==> config.mk <==
export PLATFORM = sky130hd
export DESIGN_NAME = dpll_phase_detector
export DESIGN_NICKNAME = d
export VERILOG_FILES = /design/src/rtl/dpll_phase_detector.sv
export SDC_FILE = /design/constraint.sdc
export NUM_CORES = 1
export LEC_CHECK = 0
export ABC_AREA = 1
export CAP_MARGIN = 10
export CORE_UTILIZATION = 57
export DETAILED_ROUTE_END_ITERATION = 12
export GPL_TIMING_DRIVEN = 0
export PLACE_DENSITY = 0.79
export SLEW_MARGIN = 20
export SYNTH_ARGS = -nofsm -noshare
export SYNTH_HDL_FRONTEND = slang
export SYNTH_SLANG_ARGS = --single-unit
==> constraint.sdc <==
create_clock -name wb_clk_i -period 1.8 [get_ports wb_clk_i]
set_input_delay 0.36 -clock wb_clk_i [delete_from_list [all_inputs] [get_ports wb_clk_i]]
set_output_delay 0.36 -clock wb_clk_i [all_outputs]
set_load 0.005 [all_outputs]
==> src/rtl/dpll_phase_detector.sv <==
// Phase detector for the DPLL core: measures the ref-to-feedback rising-edge separation in clock cycles
// and emits signed error samples, PFD-style up/dn levels and a lock indicator.
module dpll_phase_detector #(
  parameter int ERR_W       = 8,
  parameter int SYNC_STAGES = 2,
  parameter int LOCK_TOL    = 2,
  parameter int LOCK_CNT    = 16
) (
  input  logic             wb_clk_i,
  input  logic             wb_rst_i,
  input  logic             enable,
  input  logic             ref_in,
  input  logic             fb_in,
  output logic [ERR_W-1:0] err_out,
  output logic             err_valid,
  output logic             up,
  output logic             dn,
  output logic             overflow,
  output logic             locked
);

  localparam int LCW = $clog2(LOCK_CNT + 1);
  localparam logic [ERR_W-1:0] MAX     = {1'b0, {(ERR_W-1){1'b1}}};
  localparam logic [ERR_W-1:0] NEG_MAX = ~MAX + ERR_W'(1);
  localparam logic [LCW-1:0]   LOCK_FULL = LCW'(LOCK_CNT);

  typedef enum logic [1:0] {IDLE, REF_LEAD, FB_LEAD} state_t;

  state_t state, state_next;
  logic [SYNC_STAGES-1:0] ref_sync, fb_sync;
  logic ref_d, fb_d;
  logic rise_ref, rise_fb;
  logic [ERR_W-1:0] cnt, cnt_next, err_next, err_mag;
  logic strobe, ovf_next, in_tol;
  logic [LCW-1:0] lock_cnt, lock_cnt_next;

  always_ff @(posedge wb_clk_i) begin
    if (wb_rst_i) begin
      ref_sync  <= '0;
      fb_sync   <= '0;
      ref_d     <= 1'b0;
      fb_d      <= 1'b0;
      state     <= IDLE;
      cnt       <= '0;
      err_out   <= '0;
      err_valid <= 1'b0;
      overflow  <= 1'b0;
      lock_cnt  <= '0;
      locked    <= 1'b0;
    end else begin
      ref_sync  <= {ref_sync[SYNC_STAGES-2:0], ref_in};
      fb_sync   <= {fb_sync[SYNC_STAGES-2:0], fb_in};
      ref_d     <= ref_sync[SYNC_STAGES-1];
      fb_d      <= fb_sync[SYNC_STAGES-1];
      state     <= state_next;
      cnt       <= cnt_next;
      err_out   <= err_next;
      err_valid <= strobe;
      overflow  <= ovf_next;
      lock_cnt  <= lock_cnt_next;
      locked    <= (lock_cnt_next == LOCK_FULL);
    end
  end

  assign rise_ref = ref_sync[SYNC_STAGES-1] & ~ref_d;
  assign rise_fb  = fb_sync[SYNC_STAGES-1] & ~fb_d;
  assign up = (state == REF_LEAD);
  assign dn = (state == FB_LEAD);

  always_comb begin
    state_next = state;
    cnt_next   = cnt;
    err_next   = err_out;
    strobe     = 1'b0;
    ovf_next   = 1'b0;
    if (!enable) begin
      state_next = IDLE;
      cnt_next   = '0;
    end else begin
      case (state)
        IDLE: begin
          if (rise_ref && rise_fb) begin
            err_next = '0;
            strobe   = 1'b1;
          end else if (rise_ref) begin
            state_next = REF_LEAD;
            cnt_next   = ERR_W'(1);
          end else if (rise_fb) begin
            state_next = FB_LEAD;
            cnt_next   = ERR_W'(1);
          end
        end
        REF_LEAD: begin
          if (rise_fb) begin
            err_next   = cnt;
            strobe     = 1'b1;
            state_next = rise_ref ? REF_LEAD : IDLE;
            cnt_next   = rise_ref ? ERR_W'(1) : '0;
          end else if (rise_ref) begin
            // Second reference edge before any feedback: cycle slip, restart from this edge.
            err_next = MAX;
            strobe   = 1'b1;
            ovf_next = 1'b1;
            cnt_next = ERR_W'(1);
          end else if (cnt == MAX) begin
            err_next   = MAX;
            strobe     = 1'b1;
            ovf_next   = 1'b1;
            state_next = IDLE;
            cnt_next   = '0;
          end else begin
            cnt_next = cnt + ERR_W'(1);
          end
        end
        FB_LEAD: begin
          if (rise_ref) begin
            err_next   = ~cnt + ERR_W'(1);
            strobe     = 1'b1;
            state_next = rise_fb ? FB_LEAD : IDLE;
            cnt_next   = rise_fb ? ERR_W'(1) : '0;
          end else if (rise_fb) begin
            err_next = NEG_MAX;
            strobe   = 1'b1;
            ovf_next = 1'b1;
            cnt_next = ERR_W'(1);
          end else if (cnt == MAX) begin
            err_next   = NEG_MAX;
            strobe     = 1'b1;
            ovf_next   = 1'b1;
            state_next = IDLE;
            cnt_next   = '0;
          end else begin
            cnt_next = cnt + ERR_W'(1);
          end
        end
        default: begin
          state_next = IDLE;
          cnt_next   = '0;
        end
      endcase
    end
  end

  // Lock qualification works on the registered sample; -2^(ERR_W-1) never occurs so negation is safe.
  always_comb begin
    err_mag       = err_out[ERR_W-1] ? (~err_out + ERR_W'(1)) : err_out;
    in_tol        = !overflow && (err_mag <= ERR_W'(LOCK_TOL));
    lock_cnt_next = lock_cnt;
    if (err_valid) begin
      if (!in_tol)
        lock_cnt_next = '0;
      else if (lock_cnt != LOCK_FULL)
        lock_cnt_next = lock_cnt + LCW'(1);
    end
  end

endmodule
==> qor.tcl, run 1 <==
set qor(drt_iter0_markers) 113
set qor(yosys_warnings) 0
set qor(yosys.area_share.xor_xnor) 0.03980
set qor(synth_cell_types) 32
set qor(highest_fanout_seen_on_the_critical_path) 7
set qor(number_of_buffer_and_inverter_stages_on_the_critical_path) 1
set qor(filler_instances) 282
set qor(worst_clk_skew_ns) 0.008376
set qor(p_leak_uw) 0.001084
set qor(crit_path_max_incr_delay_ns) 0.54
set qor(finalWirelength_um) 4382
set qor(utilization) 0.7079
set qor(max-vdd-ir-drop_mv) 0.3658
set qor(synthArstFlopShare) 0
set qor(core_area_um2) 3337
set qor(gpl.final_weighted_congestion) 0.8985
set qor(dr.pass1.iters) 4
set qor(fin_crit_sh) 0.9370
set qor(layout.cell_area.non_filler_um2) 2362
set qor(fin_setup_tns_ns) 0
set qor(insertion_delay_ns) 0.33
set qor(die_area_um2) 3714
set qor(worstSetupStartpointType) {flop}
set qor(tritoncts.num_buffers) 5
set qor(start_util) 0.5936
set qor(report.final.setup_viol) 0
set qor(count_of_flip_flops_with_a_built_in_enable_after_synthesis) 0
set qor(grt-ovfl-total) 0
set qor(hold_path_depth) 2
set qor(worst-endpoint-arrival_ns) 1.33
set qor(finalNetCount) 341
set qor(cells_along_the_critical_path) {clkdlybuf4s50_1}
set qor(drive_above_1_share) 0.1524
set qor(die_width_um) 60.95
set qor(worst-setup-path-type) {flop to output pin}
set qor(dominant_combinational_cell_family_by_area_after_synthesis) {simple AND/OR/NAND/NOR gates}
set qor(io_buffer_count) 16
set qor(period_needed_ns) 1.687
set qor(placed_wire_length_estimate_um) 3207
set qor(compound_gate_portion_of_the_synthesized_area) 0.1244
set qor(syn-mean-instance-area_um2) 6.646
set qor(grt_start_max_net_pins) 11
set qor(hp-class) {input pin to flop}
set qor(netlist_instances) 298
set qor(dominantRegCellSynth) {sky130_fd_sc_hd__dfxtp_1}
set qor(synth.ff_latch_count) 32
set qor(floorplan.die.height_um) 60.95
set qor(placement_rows) 21
set qor(numClockSinks) 32
set qor(path_delay_family) {buffers and inverters}
set qor(outcome) {finished, final reports clean}
set qor(post_dp_cell_area_um2) 2198
set qor(growth_of_design_area_from_synthesis_to_finish_pct) 19.27
set qor(vias) 1941
set qor(drv_slew) 0
set qor(synth_top_area_frac) 0.3234
set qor(worst-slew-pin-transition_ns) 0.4766
set qor(global_route_wire_length_before_repair_um) 6810
set qor(top_level_ports) 18
set qor(grt.total_usage) 0.2500
set qor(clk_transition_reported_paths_ns) 0.09
set qor(cp_slowest_cell) {sky130_fd_sc_hd__clkdlybuf4s50_1}
set qor(grt_pass1_vias) 1617
set qor(fmax_mhz) 592.9
set qor(synth.top_cells.by_area) {sky130_fd_sc_hd__dfxtp_1, sky130_fd_sc_hd__nand2_1, sky130_fd_sc_hd__inv_1}
set qor(cts_root_buffer) {sky130_fd_sc_hd__clkbuf_4}
set qor(detail_route.vias_per_cell) 5.190
set qor(yosys.area.top_type) {sky130_fd_sc_hd__dfxtp_1}
set qor(synthMuxAreaShare) 0
set qor(worst_endpoint_required_time_ns) 1.44
set qor(r2r.worst_path.cells) 12
set qor(synth.cell_area_um2) 1981
set qor(num_antenna_cells) 0
set qor(synth_fp_nets) 312
set qor(power_density_nw_per_um2) 545.1
set qor(synth.yosys.seq_area_share) 0.3234
set qor(relSlewSlack) 0.6823
set qor(critical_path.endpoint_type) {output pin}
set qor(timing_hold_violations_final) 0
set qor(maxCapViolCount) 0
set qor(wl_per_cell_um) 11.72
set qor(yosys.cell_count.top_type) {sky130_fd_sc_hd__nand2_1}
set qor(clk_path_buf_depth) 2
set qor(path_depth) 1
set qor(finalPower_uw) 1288
set qor(final_antenna_net_count) 0
set qor(synthSimpleGateAreaFrac) 0.3550
set qor(h-tree-depth) 2
set qor(netlist_top_cells_count) {sky130_fd_sc_hd__nand2_1, sky130_fd_sc_hd__inv_1, sky130_fd_sc_hd__nor2_1}
set qor(grt_antenna_before_repair) 0
set qor(tritoncts_clock_tree) {done}
set qor(drc_errors) 0
set qor(synth_adder_area_share) 0.05685
## through the flow
| step | hold slack, ns | worst slack [ns] | std cells |
|---|---|---|---|
| finish | 0.4077 | 0.1134 | 374 |
| floorplan | 0.3883 | 0.2413 | 298 |
| global placement | 0.3893 | -0.07780 | 360 |
| detailed placement | 0.3968 | -0.06309 | 360 |
| global route | 0.4001 | -0.0005922 | 374 |
| CTS | 0.3968 | 0.02371 | 372 |
## power breakdown
| group | leakage, µW | switching [µW] | total (µW) | internal (µW) |
|---|---|---|---|---|
| logic | 0.000785 | 94.9 | 140 | 45.0 |
| registers | 0.000261 | 6.94 | 721 | 714 |
| clock network | 0.0000380 | 241 | 427 | 186 |
| total | 0.00108 | 343 | 1290 | 945 |
## worst paths after layout
| kind | end | from | slack [ns] |
|---|---|---|---|
| max | err_valid | err_valid | 0.11 |
| min | err_out[3] | wb_rst_i | 0.41 |
| max reg2reg | state[0] | state[0] | 0.11 |
| min reg2reg | ref_sync[1] | ref_sync[0] | 0.42 |
## kinds of logic after synthesis
group                    after synthesis
AO/OA/AOI/OAI                         44
adder cells (fa/ha/maj)                9
AND/OR/NAND/NOR                      152
XOR/XNOR                               9
flip-flops                            32
buffers and inverters                 52
## cell usage in the layout (no fill, tap or decap), drive strengths merged
cell type      instances
nor3                   6
a21oi                 21
dlymetal6s2s           2
and2                   1
buf                    8
nand2                 80
xor2                   7
o21bai                 2
clkinv                 2
o22ai                  1
clkbuf                 7
nor2                  41
xnor2                  2
o31ai                  1
dfxtp                 32
clkdlybuf4s50         14
nand4                  3
ha                     9
inv                   49
nand3b                 1
nand3                 20
o211a                  1
o211ai                 2
o21ai                 16
## routing by layer
metal	global-route usage	share of wire
met2	0.4427	0.49
met4	0.07792	0.016
met1	0.2984	0.44
met3	0.05970	0.052
met5	0	0
## cell type report
class / instances / area [µm²] / share of cell area
flip-flops and latches: 32 / 649.4 / 0.2749
inverters: 49 / 183.9 / 0.07786
well taps: 46 / 57.56 / 0.02436
clock buffers: 6 / 51.30 / 0.02172
clock inverters: 2 / 10.01 / 0.004237
repair buffers: 22 / 210.2 / 0.08898
plain buffers: 3 / 15.01 / 0.006356
multi-input cells: 214 / 1185 / 0.5016
## sequential cells by signal (all words and copies together) (netlist names)
| register | count |
|---|---|
| lock_cnt | 5 |
| ref_d | 1 |
| fb_sync | 2 |
| fb_d | 1 |
| locked | 1 |
| cnt | 8 |
| err_valid | 1 |
| err_out | 8 |
| ref_sync | 2 |
| state | 2 |
| overflow | 1 |
## what timing repair did
item	4_1_cts	5_1_grt
setup buffers	4	2
pin swaps	0	2
resized for setup	9	11
hold buffers	0	0
endpoints found under the setup margin	10	20
Power figures use the tool's default switching activity.
==> run 2, diff against run 1 <==
--- a/config.mk
+++ b/config.mk
@@ -10,6 +10,7 @@
 export CORE_UTILIZATION = 57
 export DETAILED_ROUTE_END_ITERATION = 12
 export GPL_TIMING_DRIVEN = 0
+export MAX_ROUTING_LAYER = met4
 export PLACE_DENSITY = 0.79
 export SLEW_MARGIN = 20
 export SYNTH_ARGS = -nofsm -noshare
==> run 2 against run 1 <==
Effect of this change: clock power up 44%; critical endpoint is now err_out[0]; clock skew down 0.0021 ns; via count up 0.77%; cell count up 0.27%; critical path type is now flop to flop; power up 15%; hold slack worse by 0.019 ns; sequential cell count unchanged.
==> qor.tcl, run 2 (synthesized netlist as in run 1, its figures left out) <==
set qor(outcome) {finished, final reports clean}
set qor(reg2reg_from) {state[0]}
set qor(globalRouteMet2Util) 0.4349
set qor(timing_hold_violations_final) 0
set qor(top_level_ports) 18
set qor(die_area_um2) 3714
set qor(power_density_nw_per_um2) 614.7
set qor(gr-max-usage-layer) {met2}
set qor(drv_slew) 0
set qor(utilization) 0.7225
set qor(grt_pass1_vias) 1696
set qor(io_buffer_count) 16
set qor(tritoncts_clock_tree) {done}
set qor(growth_of_design_area_from_synthesis_to_finish_pct) 21.73
set qor(hold_slack_ns) 0.3892
set qor(cts_root_buffer) {sky130_fd_sc_hd__clkbuf_4}
set qor(p_leak_uw) 0.001104
set qor(worst_clk_skew_ns) 0.006273
set qor(stdcell_count) 375
set qor(finalWirelength_um) 4540
set qor(worstSetupStartpointType) {flop}
set qor(grt-ovfl-total) 0
set qor(report.final.setup_viol) 0
set qor(gr-usage-met3) 0.07463
set qor(layout_commonest_cell) {sky130_fd_sc_hd__nand2_1}
set qor(highest_fanout_seen_on_the_critical_path) 7
set qor(drc_errors) 0
set qor(worstHoldStart) {wb_rst_i}
set qor(holdPathEnd) {lock_cnt[2]}
set qor(filler_instances) 285
set qor(layout_top_registers) {cnt: 8 flops, err_out: 8 flops, lock_cnt: 5 flops}
set qor(tritoncts.num_buffers) 5
set qor(power_switching_uw) 350.7
set qor(worst-slew-pin-transition_ns) 0.4889
set qor(cells_along_the_critical_path) {buf_4 > ha_1 > inv_1 > nand2_1 > nor3_4 > nand3_4 > buf_4 > nand2_1 > a21oi_1}
set qor(insertion_delay_ns) 0.33
set qor(floorplan.die.height_um) 60.95
set qor(hp-class) {input pin to flop}
set qor(wl_per_cell_um) 12.11
set qor(final_antenna_net_count) 0
set qor(placed_wire_length_estimate_um) 3208
set qor(die_width_um) 60.95
set qor(worst-r2r-setup-slack_ns) 0.11
set qor(crit_path_max_incr_delay_ns) 0.37
set qor(grt_start_max_net_pins) 11
set qor(worst-endpoint-arrival_ns) 1.89
set qor(num_antenna_cells) 0
set qor(fin_crit_sh) 0.9381
set qor(fmax_mhz) 592.2
set qor(grt.total_usage) 0.2690
set qor(maxCapViolCount) 0
set qor(pint_uw) 1131
set qor(r2r.worst_path.cells) 9
set qor(dr.pass1.iters) 4
set qor(numClockSinks) 32
set qor(h-tree-depth) 2
set qor(layout.cells.most_common_list) {sky130_fd_sc_hd__nand2_1, sky130_fd_sc_hd__inv_1, sky130_fd_sc_hd__nor2_1}
set qor(worst_endpoint_required_time_ns) 2.00
set qor(detail_route.vias_per_cell) 5.216
set qor(drive_above_1_share) 0.1581
set qor(placement_rows) 21
set qor(grt_setup_unrepaired) {false}
set qor(period_needed_ns) 1.689
set qor(groute.layer.met1.usage) 0.3060
set qor(start_util) 0.5936
set qor(power_frac_comb) 0.100
set qor(worst-setup-path-type) {flop to flop}
set qor(global_route_wire_length_before_repair_um) 7044
set qor(core_area_um2) 3337
set qor(relSlewSlack) 0.6741
set qor(critical_path.endpoint_type) {flop}
set qor(vias) 1956
set qor(drt_iter0_markers) 97
set qor(finalNetCount) 342
set qor(placed_cells_incl_taps) 360
set qor(p_seq_frac) 0.486
set qor(clockPowerShare) 0.414
set qor(cp_slowest_cell) {sky130_fd_sc_hd__dfxtp_4}
set qor(clk_path_buf_depth) 2
set qor(max-vdd-ir-drop_mv) 0.5133
set qor(clk_transition_reported_paths_ns) 0.10
set qor(gpl.final_weighted_congestion) 0.9034
set qor(grt_antenna_before_repair) 0
set qor(swShare) 0.2366
set qor(rr_endpoint) {err_out[0]}
set qor(hold_path_depth) 2
[run 2: changes by cell type in the layout (fill, tap and decap cells not counted), sizes merged]
cell | previous run | this run
clkinv | 2 | 0
clkbuf | 7 | 8
bufinv | 0 | 1
buf | 8 | 9
[run 2: per-layer routing]
| layer | up-vias | share of wire |
|---|---|---|
| li1 | 998 | - |
| met5 | - | 0 |
| met1 | 875 | 0.43 |
| met3 | 11 | 0.059 |
| met2 | 72 | 0.48 |
| met4 | 0 | 0.024 |
[run 2: worst max path at each step]
| stage | startpoint | to | slack, ns | depth (start not counted) |
|---|---|---|---|---|
| final | state[0] | err_out[0] | 0.11 | 9 |
| after floorplan | state[0] | err_out[2] | 0.24 | 9 |
| after CTS | state[1] | up | 0.03 | 3 |
| after global routing | err_out[1] | locked | 0.009 | 12 |
| after global placement | state[0] | state[1] | -0.06 | 9 |
| after detailed placement | state[0] | state[1] | -0.1 | 9 |
[run 2: what timing repair did]
item | CTS | global route
setup endpoints to repair | 12 | 16
resized for setup | 9 | 13
pin swaps | 0 | 2
hold buffers | 0 | 0
setup buffers | 4 | 3
hold endpoints to repair | 0 | 0
[run 2: final cells by class]
cell class / instances / area [µm²] / area share
well taps: 46 / 57.56 / 0.02387
clock buffers: 7 / 65.06 / 0.02698
plain buffers: 3 / 15.01 / 0.006227
inverters: 49 / 183.9 / 0.07628
multi-input cells: 214 / 1192 / 0.4946
clock inverters: 1 / 30.03 / 0.01245
repair buffers: 23 / 217.7 / 0.09030
flip-flops and latches: 32 / 649.4 / 0.2693
[run 2: metrics by stage]
step                      worst slack, ns  total power (µW)  TNS (ns)  instance area, µm²
after floorplan                    0.2413             831.4         0                1981
after global placement           -0.06203             864.3   -0.1236                2198
after detailed placement         -0.09692             866.2   -0.2249                2198
after CTS                         0.02700              1479         0                2354
after global routing             0.008710              1548         0                2411
final                              0.1114              1482         0                2411
[run 2: critical path, delay by kind of cell, from the launching register on]
family	cells	cell delay [ns]
DFF	1	0.37
adders and majority gates	1	0.24
AOI/OAI and AO/OA	1	0.06
and+or+nand+nor	4	0.44
buffers and inverters	3	0.43
[run 2: power by group through the flow]
stage	Combinational (µW)	Clock, µW	Sequential (µW)
6_report	149	613	720
3_3_place_gp	126	0	738
4_1_cts	133	624	722
2_1_floorplan	94.2	0	737
5_1_grt	165	662	721
3_5_place_dp	127	0	739
==> run 3, diff against run 2 <==
--- a/config.mk
+++ b/config.mk
@@ -9,7 +9,6 @@
 export CAP_MARGIN = 10
 export CORE_UTILIZATION = 57
 export DETAILED_ROUTE_END_ITERATION = 12
-export GPL_TIMING_DRIVEN = 0
 export MAX_ROUTING_LAYER = met4
 export PLACE_DENSITY = 0.79
 export SLEW_MARGIN = 20
==> run 3 against run 2 <==
Effect of this change: power down 5.9%; highest routed layer unchanged; final area decreased by 0.57%; clock skew increased by 0.0079 ns; hold slack better by 0.026 ns; sequential share of layout area up 0.10 points; setup slack worse by 0.0045 ns; critical path depth is 8 lower; fmax shrank 0.27%; global-route usage fell by 0.79 points.
==> qor.tcl, run 3 (synthesized netlist as in run 1, its figures left out) <==
set qor(outcome) {finished, final reports clean}
set qor(worst-setup-path-type) {flop to output pin}
set qor(grt_pass1_vias) 1674
set qor(tritoncts.num_buffers) 5
set qor(hp-class) {flop to flop}
set qor(swShare) 0.2440
set qor(placement_rows) 21
set qor(num_antenna_cells) 0
set qor(finalWirelength_um) 4232
set qor(gpl.final_weighted_congestion) 0.9132
set qor(report.final.setup_viol) 0
set qor(worst_endpoint_required_time_ns) 1.44
set qor(pint_uw) 1055
set qor(p_seq_frac) 0.517
set qor(global_route_wire_length_before_repair_um) 6872
set qor(insertion_delay_ns) 0.34
set qor(finalPower_uw) 1395
set qor(clk_path_buf_depth) 2
set qor(cells_along_the_critical_path) {clkdlybuf4s50_1}
set qor(grt_setup_unrepaired) {true}
set qor(total_area_of_sequential_cells_um2) 648.1
set qor(fmax_mhz) 590.6
set qor(layout.cells.most_common_list) {sky130_fd_sc_hd__nand2_1, sky130_fd_sc_hd__inv_1, sky130_fd_sc_hd__nor2_1}
set qor(worst-slew-pin-transition_ns) 0.3311
set qor(final_antenna_net_count) 0
set qor(grt.total_usage) 0.2611
set qor(worstSetupStartpointType) {flop}
set qor(cts_root_buffer) {sky130_fd_sc_hd__clkbuf_4}
set qor(clockPowerShare) 0.382
set qor(dr.pass1.iters) 4
set qor(cp_slowest_cell) {sky130_fd_sc_hd__clkdlybuf4s50_1}
set qor(layout.cell_area.non_filler_um2) 2397
set qor(drc_errors) 0
set qor(number_of_buffer_and_inverter_stages_on_the_critical_path) 1
set qor(floorplan.die.height_um) 60.95
set qor(grt-ovfl-total) 0
set qor(grt_start_max_net_pins) 18
set qor(fin_crit_sh) 0.9406
set qor(path_delay_family) {buffers and inverters}
set qor(layout_top_registers) {cnt: 8 flops, err_out: 8 flops, lock_cnt: 5 flops}
set qor(area_occupied_by_multi_input_gates_um2) 1170
set qor(vias) 1893
set qor(power_density_nw_per_um2) 581.9
set qor(crit_path_max_incr_delay_ns) 0.54
set qor(critical_path.endpoint_type) {output pin}
set qor(h-tree-depth) 2
set qor(power_frac_comb) 0.102
set qor(finalNetCount) 345
set qor(worst-endpoint-arrival_ns) 1.33
set qor(top_level_ports) 18
set qor(drv_slew) 0
set qor(placed_wire_length_estimate_um) 3189
set qor(timing_hold_violations_final) 0
set qor(tritoncts_clock_tree) {done}
set qor(relSlewSlack) 0.7793
set qor(io_buffer_count) 17
set qor(growth_of_design_area_from_synthesis_to_finish_pct) 21.04
set qor(p_leak_uw) 0.001095
set qor(start_util) 0.5936
set qor(grt_antenna_before_repair) 0
set qor(worst_clk_skew_ns) 0.01414
set qor(layout_commonest_cell) {sky130_fd_sc_hd__nand2_1}
set qor(die_width_um) 60.95
set qor(highest_fanout_seen_on_the_critical_path) 7
set qor(clk_transition_reported_paths_ns) 0.10
set qor(detail_route.vias_per_cell) 5.008
set qor(drive_above_1_share) 0.1446
set qor(post_dp_cell_area_um2) 2253
set qor(die_area_um2) 3714
set qor(core_area_um2) 3337
set qor(period_needed_ns) 1.693
set qor(numClockSinks) 32
set qor(wl_per_cell_um) 11.20
set qor(drt_iter0_markers) 108
set qor(hold_slack_ns) 0.4156
set qor(maxCapViolCount) 0
set qor(filler_instances) 290
set qor(max-vdd-ir-drop_mv) 0.8240
set qor(postCtsHoldBufs) 0
set qor(power_switching_uw) 340.4
[run 3: cell count changes in the layout (fill, tap and decap cells not counted), sizes merged]
| cell | delta |
|---|---|
| dlygate4sd2 | +1 |
| clkbuf | -2 |
| clkdlybuf4s50 | +1 |
| clkinv | +1 |
| dlymetal6s2s | -1 |
| buf | +3 |
[run 3: per-layer routing]
metal	GRT usage	vias up	wire length [µm]
met5	-	-	0
met4	0.1234	0	81
met3	0.06397	8	184
met2	0.4223	48	1967
met1	0.3033	834	1999
li1	-	1003	-
[run 3: area by class of cell]
cell class | instances | area share
clock buffer | 6 | 0.01722
tap | 46 | 0.02401
inverter | 49 | 0.07672
clock inverter | 2 | 0.01461
multi-input combinational | 214 | 0.4880
sequential | 32 | 0.2704
timing repair buffer | 29 | 0.1091
[run 3: power groups by stage]
stage / logic (µW) / clock network, µW / registers, µW
global placement: 132 / 0 / 738
finish: 142 / 533 / 721
detailed placement: 134 / 0 / 739
global route: 162 / 574 / 722
floorplan: 94.2 / 0 / 737
CTS: 136 / 540 / 721
[run 3: final timing paths]
| path | from | to | slack (ns) | cells past startpoint |
|---|---|---|---|---|
| worst min register to register | fb_sync[0] | fb_sync[1] | 0.42 | 2 |
| worst max register to register | state[1] | err_out[5] | 0.13 | 9 |
| worst max-delay path | err_valid | err_valid | 0.11 | 1 |
| worst min-delay path | fb_sync[0] | fb_sync[1] | 0.42 | 2 |
[run 3: timing repair]
item / in CTS / in global routing
buffers inserted: 0 / 4
gates cloned: 0 / 0
resized for setup: 11 / 3
endpoints found under the hold margin: 0 / 0
setup endpoints to repair: 2 / 10
pin swaps: 1 / 1
[run 3: tightest hold or removal path: stages (launching register included)]
cell                      delay [ns]
sky130_fd_sc_hd__dfxtp_1        0.32
sky130_fd_sc_hd__inv_1          0.04
sky130_fd_sc_hd__nor2_1         0.03
[run 3: per-stage QoR]
| stage | setup TNS [ns] | std cells | setup WS (ns) | utilization |
|---|---|---|---|---|
| floorplan | 0 | 298 | 0.2413 | - |
| global placement | 0 | 366 | 0.05617 | 0.6753 |
| detailed placement | 0 | 366 | 0.03185 | 0.6753 |
| CTS | -0.0006899 | 374 | -0.0006899 | 0.7075 |
| global route | -0.008745 | 378 | -0.006240 | 0.7184 |
| finish | 0 | 378 | 0.1069 | 0.7184 |
